**src/rtl/pot_scan_sched.sv**
```systemverilog
// Round-robin A2D scan scheduler for the slide-pot channels with a priority (volume) slot,
// per-channel result registers and a sticky conversion-timeout flag.
module pot_scan_sched #(
  parameter int NUM_CH   = 6,
  parameter int INTERVAL = 1024,
  parameter int TIMEOUT  = 4096,
  parameter int PRI_CH   = 5
) (
  input  logic                 clk,
  input  logic                 rst_n,
  input  logic                 en,
  input  logic                 pri_req,
  input  logic                 cnv_cmplt,
  input  logic [11:0]          res,
  input  logic                 err_clr,
  output logic                 strt_cnv,
  output logic [2:0]           chnnl,
  output logic [NUM_CH*12-1:0] pot_vals,
  output logic                 upd_vld,
  output logic [2:0]           upd_idx,
  output logic                 err
);

  localparam int IW = (INTERVAL > 1) ? $clog2(INTERVAL + 1) : 1;
  localparam int TW = $clog2(TIMEOUT + 1);

  typedef enum logic [1:0] {
    WAIT_INT,
    START,
    WAIT_CMPLT
  } state_t;

  state_t        state, state_nxt;
  logic [IW-1:0] int_cnt;
  logic [TW-1:0] tmo_cnt;
  logic [2:0]    ptr;
  logic          pri_pend;
  logic          pri_cur;

  logic          load;
  logic          done;
  logic          tmo;
  logic          use_pri;

  // load: last idle cycle, channel is latched here so chnnl is stable from strt_cnv onward
  always_comb begin
    load      = 1'b0;
    done      = 1'b0;
    tmo       = 1'b0;
    use_pri   = pri_pend | pri_req;
    state_nxt = state;
    case (state)
      WAIT_INT: begin
        if (en && (int_cnt == IW'(INTERVAL - 1))) begin
          load      = 1'b1;
          state_nxt = START;
        end
      end
      START: begin
        state_nxt = WAIT_CMPLT;
      end
      WAIT_CMPLT: begin
        // completion has priority over a coincident terminal count
        if (cnv_cmplt) begin
          done      = 1'b1;
          state_nxt = WAIT_INT;
        end else if (tmo_cnt == TW'(TIMEOUT - 1)) begin
          tmo       = 1'b1;
          state_nxt = WAIT_INT;
        end
      end
      default: begin
        state_nxt = WAIT_INT;
      end
    endcase
  end

  always_ff @(posedge clk or negedge rst_n) begin
    if (!rst_n) begin
      state <= WAIT_INT;
    end else begin
      state <= state_nxt;
    end
  end

  always_ff @(posedge clk or negedge rst_n) begin
    if (!rst_n) begin
      int_cnt <= '0;
      tmo_cnt <= '0;
    end else begin
      if ((state == WAIT_INT) && en && !load) begin
        int_cnt <= int_cnt + 1'b1;
      end else begin
        int_cnt <= '0;
      end
      if (state == WAIT_CMPLT) begin
        tmo_cnt <= tmo_cnt + 1'b1;
      end else begin
        tmo_cnt <= '0;
      end
    end
  end

  always_ff @(posedge clk or negedge rst_n) begin
    if (!rst_n) begin
      strt_cnv <= 1'b0;
      chnnl    <= '0;
      pri_pend <= 1'b0;
      pri_cur  <= 1'b0;
      ptr      <= '0;
    end else begin
      strt_cnv <= load;
      if (load) begin
        chnnl    <= use_pri ? 3'(PRI_CH) : ptr;
        pri_cur  <= use_pri;
        pri_pend <= 1'b0;
      end else if (pri_req) begin
        pri_pend <= 1'b1;
      end
      if ((done || tmo) && !pri_cur) begin
        ptr <= (ptr == 3'(NUM_CH - 1)) ? '0 : ptr + 3'd1;
      end
    end
  end

  always_ff @(posedge clk or negedge rst_n) begin
    if (!rst_n) begin
      pot_vals <= '0;
      upd_vld  <= 1'b0;
      upd_idx  <= '0;
      err      <= 1'b0;
    end else begin
      for (int unsigned k = 0; k < NUM_CH; k++) begin
        if (done && (chnnl == 3'(k))) begin
          pot_vals[12*k +: 12] <= res;
        end
      end
      upd_vld <= done;
      if (done) begin
        upd_idx <= chnnl;
      end
      if (tmo) begin
        err <= 1'b1;
      end else if (err_clr) begin
        err <= 1'b0;
      end
    end
  end

endmodule

```
**config.mk**
```make
export PLATFORM = sky130hd
export DESIGN_NAME = pot_scan_sched
export DESIGN_NICKNAME = d
export VERILOG_FILES = /design/src/rtl/pot_scan_sched.sv
export SDC_FILE = /design/constraint.sdc
export NUM_CORES = 1
export LEC_CHECK = 0
export ABC_CLOCK_PERIOD_IN_PS = 2400
export BUFFER_PORTS_ARGS = -buffer_cell sky130_fd_sc_hd__clkbuf_2
export CORE_ASPECT_RATIO = 2
export CORE_MARGIN = 2
export CORE_UTILIZATION = 54
export DETAILED_ROUTE_END_ITERATION = 12
export GPL_TIMING_DRIVEN = 0
export PLACE_DENSITY = 0.8
export SETUP_SLACK_MARGIN = 0.2
export SYNTH_ARGS = -nofsm -noshare
export SYNTH_HDL_FRONTEND = slang
export SYNTH_SLANG_ARGS = --single-unit
```
**constraint.sdc**
```tcl
create_clock -name clk -period 2.4 [get_ports clk]
set_input_delay 0.36 -clock clk [delete_from_list [all_inputs] [get_ports clk]]
set_output_delay 0.36 -clock clk [all_outputs]
set_load 0.005 [all_outputs]
```
==> metrics.cfg <==
[clock_tree]
post_cts.resized_instances = 0
post-cts-setup-buffer-count = 0
ctsLongestPathBuffers = 2
cts-htree-levels = 3
tritoncts.num_buffers = 9
worst_skew_pair.late_latency_ns = 0.36
cts_hold_buffers = 0
cts_root_buffer = sky130_fd_sc_hd__clkbuf_16
clock-sinks = 112
cts.clk_slew.worst_paths_ns = 0.07
tritoncts_clock_tree = yes

[finish]
final_area_um2 = 5350
layout-drive-gt1-share = 0.469
fin_nets = 446
diodes = 0
mostFrequentLayoutCells = 112 x sky130_fd_sc_hd__dfrtp_1, 97 x sky130_fd_sc_hd__clkbuf_2, 74 x sky130_fd_sc_hd__mux2_2
most_common_cell_after_layout_fill_and_taps_aside = sky130_fd_sc_hd__dfrtp_1
layout.cells.non_filler = 527
layout-area-overhead-vs-synth_pct = 20.5

[pwr]
vdd.ir_drop.worst_v = 0.000525
fin_total_pwr_mw = 3.51
p_leak_nw = 2.80
power_per_cell_area_nw_per_um2 = 656

[global_routing]
first_global_vias = 2995
antenna_found_initial = 0
grt_start_max_net_pins = 113
grt_busiest_layer = met2
groute.usage.overall = 0.219
met3_usage = 0.0461
groute.layer.met2.usage = 0.386
grt_first_pass_wirelength_mm = 14.8
overflow = 0
met1_usage = 0.255

[routing]
wl_per_cell_um = 17.3
wl_mm = 9.10
antenna_left = 0
detailedRoute.firstIterationViolations = 234
route.detailed.drc = 0
drt_pre_antenna_iters = 4
post_drt_via_cell_ratio = 5.41
vias = 2852

[sta]
hold_viol = 0
finalWorstPathRequiredPeriod_ns = 1.98
setup_ws_ns = 0.419
finClkSkew_ns = 0.00988
total_setup_violations_reported_at_the_end_of_the_flow = 0
slew_violations = 0
rsz_0062_raised_after_global_routing = false
timing.slew.headroom = 0.430
timing.fmax_mhz = 505
max_slew.worst_pin.slew_ns = 0.856
fin_crit_share = 0.825

[synth]
synthesis.area_per_instance_um2 = 14.0
postSynthRegisterBits = 112
synth_largest_type_area_fraction = 0.632
synth_seq_area_share = 0.632
synth_async_sr_flop_share = 1.00
ys_types = 36
syn-cell-area_um2 = 4440
yosys_warning_total = 0
synth_largest_area_cell = sky130_fd_sc_hd__dfrtp_1
yosys_most_used_dff = sky130_fd_sc_hd__dfrtp_1
syn-instance-count = 317
synth.top_cells.by_area = sky130_fd_sc_hd__dfrtp_1 63%, sky130_fd_sc_hd__mux2_2 19%, sky130_fd_sc_hd__nor2_1 2.5%
synth-edff-count = 0
synth.net_count = 337

[run_status]
status = finished, final reports clean

[floorplanning]
die_width_um = 68.1
boundaryPins = 99
floorplan.initialDensity = 0.559
coreArea_um2 = 7940
fp.dieArea_um2 = 9000
die-height_um = 132
std_cell_rows = 46

[job]
max_cap_viol_count = 0

[setup_path]
crit_path_capture_type = flip-flop
critical_path_peak_fanout = 10
category_of_the_critical_setup_timing_path = reg -> reg
crit_path_cell_trace = nand4b_1 -> nor3b_1 -> buf_2 -> mux2_2
worstPathArrival_ns = 2.21
startpoint_type = flip-flop
cp_data_required_time_ns = 2.63
critPathSlowestCell = sky130_fd_sc_hd__nor3b_1
max_stage_delay_ns = 0.47

[placement]
dpl-instance-area_um2 = 5060
post-dp-hpwl_mm = 6.67
preCtsSetupSlack_ns = 0.379
gp_routability_congestion = 0.787
placed_cells = 511
port-buffer-count = 98

[hold_path]
timing.hold.worst.class = in -> async

-- final timing paths --
path	start	end	slack, ns	depth (start not counted)
min in group clk	err_clr	err$_DFFE_PN0P_	0.19	2
setup reg to reg	state[0]$_DFFE_PN0P_	pot_vals[69]$_DFFE_PN0P_	0.42	4
hold reg to reg	tmo_cnt[0]$_DFF_PN0_	tmo_cnt[0]$_DFF_PN0_	0.48	1
setup / recovery	state[0]$_DFFE_PN0P_	pot_vals[69]$_DFFE_PN0P_	0.42	4
max in group asynchronous	rst_n	pot_vals[49]$_DFFE_PN0P_	1.70	1
hold / removal	rst_n	pot_vals[8]$_DFFE_PN0P_	0.08	1
-- power by group --
group          switching (mW)  total [mW]  internal, mW
Combinational          0.0825       0.134        0.0516
Sequential             0.0194        1.94          1.92
Clock                   0.710        1.44         0.728
-- cells in the mapped netlist (all sizes together), types with 4 or more instances --
master / n
mux2: 76
nand2: 12
xor2: 12
clkbuf: 5
nand3: 9
o21ai: 4
nand3b: 4
buf: 6
xnor2: 7
dfrtp: 112
inv: 6
nor2: 29
nand4: 7
-- worst max-delay path: cells and delay by family, from the launching register on --
| family | cells | cell delay (ns) |
|---|---|---|
| flops | 1 | 0.42 |
| mux | 1 | 0.38 |
| buf+inv | 1 | 0.39 |
| simple gates | 2 | 0.69 |
-- kinds of logic after synthesis --
group | count (synthesis) | synth area share
compound gates | 8 | 0.0127
buf+inv | 17 | 0.0161
fa+ha+maj | 2 | 0.00564
simple gates | 81 | 0.0975
flops | 112 | 0.632
xor+xnor | 19 | 0.0375
mux | 78 | 0.199
-- sequential cells by signal (all words and copies together) (netlist names) --
register / cells
pri_cur: 1
upd_idx: 3
tmo_cnt: 13
err: 1
pot_vals: 72
state: 2
int_cnt: 11
upd_vld: 1
chnnl: 3
strt_cnv: 1
pri_pend: 1
ptr: 3
-- area by class of cell --
| type | count | area (µm²) |
|---|---|---|
| clock buffers | 9 | 225 |
| plain buffers | 11 | 48.8 |
| inverters | 6 | 22.5 |
| flip-flops and latches | 112 | 2800 |
| multi-input cells | 188 | 1560 |
| fillers | 549 | 2600 |
| clock inverters | 7 | 63.8 |
| well taps | 96 | 120 |
| repair buffers | 98 | 499 |
-- through the flow --
| stage | hold slack [ns] | TNS [ns] | util |
|---|---|---|---|
| floorplan | 0.0644 | 0 | - |
| global placement | 0.467 | -52.08 | 0.636 |
| detailed placement | 0.476 | 0 | 0.637 |
| CTS | 0.154 | 0 | 0.673 |
| global route | 0.200 | 0 | 0.673 |
| finish | 0.0828 | 0 | 0.673 |
-- per-layer routing --
metal  routed length (µm)  up-vias
li1                     -     1321
met1                 3530     1433
met2                 5040       89
met3                  379        9
met4                  146        0
met5                    0        -
Power figures use the tool's default switching activity.
